[src/rtl/hazard_scoreboard.sv]
// hazard_scoreboard: per-register countdown of in-flight writes at the ID/EX boundary.
// Ports: clk/reset (sync, active-high); issue_* describe the instruction in ID; flush
//   squashes all tracking; stall/issue_fire/fwd_a/fwd_b/busy_mask are combinational.
// Optional macro HAZ_FORWARD_EN: a source one cycle from retirement is forwarded
//   (fwd_a/fwd_b) instead of stalling; without it fwd_* are tied low.
module hazard_scoreboard #(
  parameter int REG_ADDR_WIDTH = 3,
  parameter int NUM_REGS       = 8,
  parameter int MAX_LAT        = 4,
  parameter int LAT_WIDTH      = 3
) (
  input  logic                      clk,
  input  logic                      reset,
  input  logic                      issue_valid,
  input  logic [REG_ADDR_WIDTH-1:0] issue_rd,
  input  logic                      issue_wr,
  input  logic [LAT_WIDTH-1:0]      issue_lat,
  input  logic [REG_ADDR_WIDTH-1:0] issue_rs,
  input  logic [REG_ADDR_WIDTH-1:0] issue_rt,
  input  logic                      issue_use_rt,
  input  logic                      flush,
  output logic                      stall,
  output logic                      issue_fire,
  output logic                      fwd_a,
  output logic                      fwd_b,
  output logic [NUM_REGS-1:0]       busy_mask
);

  localparam logic [LAT_WIDTH-1:0] LAT_MAX = LAT_WIDTH'(MAX_LAT);
  localparam logic [LAT_WIDTH-1:0] LAT_ONE = LAT_WIDTH'(1);

  logic [LAT_WIDTH-1:0] cnt [NUM_REGS];
  logic [LAT_WIDTH-1:0] eff_lat;
  logic [LAT_WIDTH-1:0] cnt_a;
  logic [LAT_WIDTH-1:0] cnt_b;
  logic [LAT_WIDTH-1:0] cnt_d;
  logic                 pend_a;
  logic                 pend_b;
  logic                 raw_a;
  logic                 raw_b;
  logic                 waw;

  // Latency 0 behaves like 1; anything past MAX_LAT is clamped.
  always_comb begin
    eff_lat = issue_lat;
    if (issue_lat == '0)
      eff_lat = LAT_ONE;
    else if (issue_lat > LAT_MAX)
      eff_lat = LAT_MAX;
  end

  // Hazard checks use the pre-update counters, so rs == rd reads the old value.
  assign cnt_a  = cnt[issue_rs];
  assign cnt_b  = cnt[issue_rt];
  assign cnt_d  = cnt[issue_rd];
  assign pend_a = issue_valid && (issue_rs != '0) && (cnt_a != '0);
  assign pend_b = issue_valid && issue_use_rt && (issue_rt != '0) && (cnt_b != '0);

`ifdef HAZ_FORWARD_EN
  // cnt == 1 means the result sits in the MEM/WB latch and can be bypassed.
  assign raw_a = pend_a && (cnt_a > LAT_ONE);
  assign raw_b = pend_b && (cnt_b > LAT_ONE);
  assign fwd_a = issue_fire && pend_a && (cnt_a == LAT_ONE);
  assign fwd_b = issue_fire && pend_b && (cnt_b == LAT_ONE);
`else
  assign raw_a = pend_a;
  assign raw_b = pend_b;
  assign fwd_a = 1'b0;
  assign fwd_b = 1'b0;
`endif

  // A younger write must not retire before an older, longer one to the same register.
  assign waw        = issue_valid && issue_wr && (issue_rd != '0) && (cnt_d > eff_lat);
  assign stall      = raw_a || raw_b || waw;
  assign issue_fire = issue_valid && !stall;

  always_comb begin
    busy_mask = '0;
    for (int i = 0; i < NUM_REGS; i++)
      busy_mask[i] = (cnt[i] != '0);
  end

  // r0 is hardwired: its counter never leaves zero.
  always_ff @(posedge clk) begin
    cnt[0] <= '0;
    for (int i = 1; i < NUM_REGS; i++) begin
      if (reset || flush)
        cnt[i] <= '0;
      else if (issue_fire && issue_wr && (issue_rd == REG_ADDR_WIDTH'(i)))
        cnt[i] <= eff_lat;
      else if (cnt[i] != '0)
        cnt[i] <= cnt[i] - LAT_ONE;
    end
  end

endmodule

[config.mk]
export PLATFORM = sky130hd
export DESIGN_NAME = hazard_scoreboard
export DESIGN_NICKNAME = d
export VERILOG_FILES = /design/src/rtl/hazard_scoreboard.sv
export SDC_FILE = /design/constraint.sdc
export NUM_CORES = 1
export LEC_CHECK = 0
export ABC_AREA = 0
export BUFFER_PORTS_ARGS = -buffer_cell sky130_fd_sc_hd__buf_4
export CORE_ASPECT_RATIO = 1.5
export CORE_MARGIN = 3
export CORE_UTILIZATION = 58
export CTS_CLUSTER_SIZE = 25
export DETAILED_ROUTE_END_ITERATION = 10
export MAX_ROUTING_LAYER = met4
export PLACE_DENSITY = 0.81
export SYNTH_ARGS = -nofsm -noshare
export SYNTH_HDL_FRONTEND = slang
export SYNTH_SLANG_ARGS = --single-unit
[constraint.sdc]
create_clock -name clk -period 4.2 [get_ports clk]
set_input_delay 0.63 -clock clk [delete_from_list [all_inputs] [get_ports clk]]
set_output_delay 0.63 -clock clk [all_outputs]
set_load 0.02 [all_outputs]
Yosys cells after proc, flatten, opt, wreduce, memory -nomap -nowiden

Memory sizes are Yosys's and may differ from the RTL's.
Cells that the tools add are included.

Add/sub/neg operators: 7
Reduce and logical (&&, ||, !) cells: 35
Equality and inequality tests: 7
Muxes and demuxes: 67
Bitwise operators: 14
Order comparisons: 2

Operators by type and width:

| cell                                                               | count |
|---|---|
| 1-bit two-way mux                                                  | 51 |
| 3-bit two-way mux                                                  | 16 |
| 3-bit nonzero test                                                 | 13 |
| 3-bit by 1-bit subtractor with 3-bit output, second input constant | 7 |
| 1-bit logical AND                                                  | 17 |
| 1-bit bitwise OR                                                   | 14 |
| 3-bit == test, second input constant                               | 4 |
| 3-bit by 2-bit == test with 1-bit output, second input constant    | 2 |
| 3-bit by 1-bit == test with 1-bit output, second input constant    | 1 |
| 3-bit > comparator                                                 | 1 |
| 3-bit > comparator, second input constant                          | 1 |
| 3-bit logical NOT                                                  | 1 |
| 1-bit logical OR                                                   | 3 |
| 1-bit logical NOT                                                  | 1 |

Memory bits (writable): 24
Logic and storage cells: 133
Input bits: 18
Register bits after elaboration: 0
Memories: 1

Memories:

| name | depth | bits a word | rd ports | clocked after Yosys merged registers in | write ports | line | source |
|---|---|---|---|---|---|---|---|
| cnt  | 8     | 3           | 11       | 0                                       | 8           | 32   | `logic [LAT_WIDTH-1:0] cnt [NUM_REGS];` |

Logic depth before layout (Yosys ltp)

Gate-level depths: netlist (run 1).

Depth in word-level cells: 15
Mapped depth: 12
Gate-level depth less buffers: 11

Worst setup path after synthesis (run 1)

OpenSTA, ideal clock, no wires.

Path type: input to output
From: input issue_rd[1]
To: output stall
Buffers on the path: 1
Slack: 689 ps
Arrival: 2,881 ps
Stages: 10
Cell sequence: buf_1 mux2_2 a221oi_1 nor2_1 ha_1 nand3_1 o311ai_0 a21oi_1 a311oi_4 a21boi_0

Word-level cells in the longest chain between the ends: 4

RTL lines:

| what                                                    | line | source |
|---|---|---|
| start, declared                                         | 15   | `input logic [REG_ADDR_WIDTH-1:0] issue_rd,` |
| memory 8 x 3 bit or 3-bit nonzero test (tied branches)  | --   |  |
| 3-bit > comparator or 1-bit logical AND (tied branches) | 73   | `assign waw = issue_valid && issue_wr && (issue_rd != '0) && (cnt_d > eff_lat);` |
| 1-bit logical AND (*)                                   | 73   |  |
| 1-bit logical OR (*)                                    | 74   | `assign stall = raw_a \|\| raw_b \|\| waw;` |
| end, declared                                           | 22   | `output logic stall,` |

Mark *: on every way between the ends. The rest lies on a longest branch, timed or not.

Worst setup path after layout (run 1)

From: input issue_rd[0]
To: output issue_fire

Word-level cells in the longest chain between the ends: 6

RTL lines:

| what                                                    | line | source |
|---|---|---|
| memory 8 x 3 bit or 3-bit nonzero test (tied branches)  | --   |  |
| 3-bit > comparator or 1-bit logical AND (tied branches) | 73   |  |
| 1-bit logical AND (*)                                   | 73   |  |
| 1-bit logical OR (*)                                    | 74   |  |
| 1-bit logical NOT (*)                                   | 75   | `assign issue_fire = issue_valid && !stall;` |
| 1-bit logical AND (*)                                   | 75   |  |
| end, declared                                           | 23   | `output logic issue_fire,` |

Marks and branches as above.

==> results.toml, run 1 <==
[routing]
drt-total-wl_mm = 4.68
detail_route.iter0.violations = 61
ant_nets = 0
vias = 1734
vias_per_cell = 5.98
wire_per_inst_um = 16.1
drc = 0
drtPass1Iterations = 5

[final_layout]
areaGrowthSynthToFinish_pct = 12.9
final_cell_area_mm2 = 0.00227
drive_gt1_frac = 0.228
final_common_cell = "buf_4"
largest_register_ffs = 21
fin_nets = 286
n_antenna_cell = 0
final_cell_mix = "27 x buf_4, 26 x nand2_1, 26 x nor2_1"
top_register = "cnt"
top_regs = "cnt x21"

[run_status]
outcome = "complete, no violations"

[die]
start_util = 0.618
die_w_um = 54.1
rows = 25
die_h_um = 78.1
ios = 30
core_area_mm2 = 0.00325
dieArea_mm2 = 0.00423

[setup_path]
setup.worst_path.start = "issue_rd[0]"
worstPathMaxFanout = 12
timing.rr.start = "cnt[4][2]"
end_kind = "output port"
worstSetupPathType = "in2out"
startpoint_type = "primary input"
arrival_ns = 2.98
cp.required_ns = 3.57

[cts]
root_buffer = "clkbuf_8"
cts_setup_buffers = 0
numCtsBuffers = 3
clockBufferDepth = 2
hold_buffers = 0
htreeDepth = 1
clkTransAtPathRegs_ns = 0.08
cts_resized = 0
cts_tree = "done"
clkLatencyLatePin_ns = 0.26
cts.sinks = 21

[global_routing]
antenna_found_initial = 0
track_usage = 0.246
grt_pass1_vias = 1636
grt_pass1_wl_mm = 7.47
grt_max_degree = 15
grt-ovfl-total = 0

[timing]
slew_headroom = 0.337
finalCriticalPeriod_ns = 3.61
finalSetupTns_ns = 0
drv_slew = 0
fmax_mhz = 277
fin_crit_sh = 0.860
skew_ns = 0.00313
tightestPinTransition_ns = 0.987
rsz0062_at_grt = "false"
final_hold_viol_count = 0
setup-violations-final = 0

[yosys]
ys.warnings.count = 0
synthesis.area_mm2 = 0.00201
synth-seq-area-share = 0.313
synth_area_per_cell_um2 = 8.90
synth_cells = 226
netlist_top_cells_area = "edfxtp_1 31%, mux2_2 11%, ha_1 11%"
ys_seq_elements = 21
async_flop_share = 0
synth_edf_count = 21
synth_top_area_cell = "edfxtp_1"
synth_cell_types = 36
ys.flop_type = "edfxtp_1"
yosysTopAreaCellShare = 0.313

[pwr]
p_leak_nw = 1.03
power_density_mw_per_mm2 = 520
vdd_ir_drop_max_v = 0.000391

[placed_design]
place_congestion = 0.915
dpl_cell_area_mm2 = 0.00222
port_buffers = 26
place_hpwl_mm = 3.65

[worst_hold_path]
holdCritStartpoint = "cnt[1][0]"
hold_class = "reg2reg"

[job]
cap_violations = 0
final timing paths:
kind / to / slack (ns) / depth (start not counted)
worst min register to register: cnt[1][0] / 0.78 / 2
worst max-delay path: issue_fire / 0.59 / 11
worst min-delay path: cnt[1][0] / 0.78 / 2
worst max register to register: cnt[6][0] / 1.03 / 10
worst max-delay path, cell delays in order:
cell,delay (ns)
buf_4,0.16
mux4_2,0.50
nor2_1,0.15
nor2_1,0.07
ha_1,0.30
nand3_1,0.08
o311ai_0,0.11
a21oi_1,0.12
a311oi_4,0.44
and3_2,0.27
buf_4,0.13
cell type report:
class / instances / area (um^2)
Fill cell: 287 / 982
Sequential cell: 21 / 631
Timing Repair Buffer: 27 / 203
Multi-Input combinational cell: 176 / 1260
Clock buffer: 3 / 41.3
Inverter: 22 / 82.6
Clock inverter: 1 / 5.00
Tap cell: 40 / 50.0
layer usage:
| metal | vias up | track usage | routed length [um] |
|---|---|---|---|
| met5 | - | - | 0 |
| met4 | 0 | 0.0798 | 42 |
| met3 | 4 | 0.0228 | 249 |
| met2 | 61 | 0.411 | 2420 |
| met1 | 815 | 0.306 | 1970 |
| li1 | 854 | - | - |
Yosys cell counts (6+ instances only):
| library cell | n |
|---|---|
| o21ai_0 | 6 |
| edfxtp_1 | 21 |
| mux2i_1 | 8 |
| nor2_1 | 26 |
| nand3_1 | 9 |
| nand2_1 | 26 |
| a21oi_1 | 6 |
| nor3_1 | 14 |
| inv_1 | 22 |
| nand2b_1 | 7 |
| ha_1 | 17 |
| mux2_2 | 20 |
metrics by stage:
stage	instances	setup WS [ns]	hold slack (ns)	total power (W)	util
floorplan	228	0.689	0.714	0.000844	-
global placement	286	0.676	0.756	0.00103	0.684
detailed placement	286	0.637	0.755	0.00104	0.684
CTS	290	0.631	0.775	0.00118	0.698
global route	290	0.438	0.825	0.00128	0.698
finish	290	0.590	0.776	0.00118	0.698
logic make-up (layout without fill, tap and decap cells):
group,count (synthesis),after routing,synth area share
AOI/OAI and AO/OA,24,24,0.0889
muxes,31,31,0.185
other,1,3,0.00186
DFF,21,21,0.313
adders and majority gates,17,17,0.106
buffers and inverters,31,53,0.0647
and+or+nand+nor,101,101,0.240
power by group:
group	switching, W	internal, W
Combinational	0.000367	0.000291
Clock	0.0000672	0.0000661
Sequential	0.0000685	0.000321
Total	0.000502	0.000678
(Power assumes the default switching activity.)
==> inputs of run 2 (changes only) <==
- CORE_ASPECT_RATIO: 1.5 -> 1.4
- PLACE_DENSITY: 0.81 -> 0.82
==> results.toml, run 2 (same netlist as run 1, synthesis figures left out) <==
[pwr]
pwr-share-comb = 0.556
seqPwrFrac = 0.330
p_leak_nw = 1.03
p_switching_w = 0.000507
vdd_ir_drop_max_v = 0.000386
power_density_mw_per_mm2 = 522
internal_power_w = 0.000677
power_frac_clock = 0.113
swShare = 0.428

[final_layout]
areaGrowthSynthToFinish_pct = 12.8
drive_gt1_frac = 0.228
largest_register_ffs = 21
n_antenna_cell = 0
top_register = "cnt"
final_cell_mix = "27 x buf_4, 26 x nand2_1, 26 x nor2_1"
top_regs = "cnt x21"
fin_nets = 286
final_common_cell = "buf_4"
fin_util = 0.706

[timing]
timing.hold.ws_ns = 0.796
drv_slew = 0
tightestPinTransition_ns = 0.922
rsz0062_at_grt = "false"
setup-violations-final = 0
final_hold_viol_count = 0
fin_crit_sh = 0.864
skew_ns = 0.00547
finalCriticalPeriod_ns = 3.63
slew_headroom = 0.381
fmax_mhz = 276
finalSetupTns_ns = 0

[worst_hold_path]
hold_class = "reg2reg"
worstHoldPathCells = 2

[cts]
root_buffer = "clkbuf_8"
clkTransAtPathRegs_ns = 0.08
cts_resized = 0
numCtsBuffers = 3
cts_setup_buffers = 0
clkLatencyLatePin_ns = 0.26
cts_tree = "done"
htreeDepth = 1
clockBufferDepth = 2
hold_buffers = 0
cts.sinks = 21

[routing]
drtPass1Iterations = 5
vias_per_cell = 6.00
wire_per_inst_um = 16.8
vias = 1733
detail_route.iter0.violations = 87
ant_nets = 0
drc = 0
drt-total-wl_mm = 4.85

[die]
die_w_um = 55.8
rows = 24
dieArea_mm2 = 0.00422
die_h_um = 75.7
core_area_mm2 = 0.00321
start_util = 0.626
ios = 30

[placed_design]
port_buffers = 26
place_hpwl_mm = 3.64
place_congestion = 0.935

[setup_path]
end_kind = "output port"
worstPathMaxFanout = 14
reg2reg_depth = 9
cp.required_ns = 3.57
startpoint_type = "primary input"
arrival_ns = 3.00
worstSetupPathType = "in2out"

[run_status]
outcome = "complete, no violations"

[global_routing]
grt-ovfl-total = 0
track_usage = 0.255
grt_pass1_vias = 1667
antenna_found_initial = 0
grt_max_degree = 15
grt_pass1_wl_mm = 8.02

[job]
cap_violations = 0
-- run 2: cell type report --
cell class | count | area [um^2]
repair buffers | 27 | 203
fillers | 255 | 943
multi-input cells | 176 | 1260
well taps | 39 | 48.8
clock buffers | 3 | 41.3
inverters | 22 | 82.6
flip-flops and latches | 21 | 631
clock inverters | 1 | 5.00
-- run 2: stage by stage --
stage | total power, W | instances | cell area, um^2 | setup WS (ns)
floorplan | 0.000844 | 228 | 2020 | 0.689
global placement | 0.00103 | 285 | 2220 | 0.658
detailed placement | 0.00104 | 285 | 2220 | 0.613
CTS | 0.00119 | 289 | 2270 | 0.589
global route | 0.00128 | 289 | 2270 | 0.421
finish | 0.00118 | 289 | 2270 | 0.571
-- run 2: critical path, cell delays in order --
cell	delay, ns
buf_4	0.17
nor2b_1	0.38
a221o_2	0.25
o21ai_0	0.13
ha_1	0.31
nand3_1	0.06
o311ai_0	0.09
a21oi_1	0.12
a311oi_4	0.43
and3_2	0.27
buf_4	0.13
-- run 2: layer usage --
metal / global-route usage / share of wire
met2: 0.436 / 0.49
met3: 0.0305 / 0.066
met1: 0.311 / 0.41
met4: 0.100 / 0.031
met5: - / 0
-- run 2: path summary, 6_finish.rpt --
check,from,to,slack [ns]
worst max-delay path,issue_rd[1],issue_fire,0.57
worst min-delay path,cnt[6][0],cnt[6][0],0.80
worst max register to register,cnt[4][0],cnt[2][0],1.02
worst min register to register,cnt[6][0],cnt[6][0],0.80
-- run 2: power by group through the flow --
stage          logic (W)  registers, W  clock network (W)
2_1_floorplan   0.000474      0.000370                  0
3_3_place_gp    0.000642      0.000390                  0
3_5_place_dp    0.000649      0.000393                  0
4_1_cts         0.000658      0.000389           0.000139
5_1_grt         0.000730      0.000403           0.000147
6_report        0.000658      0.000391           0.000134
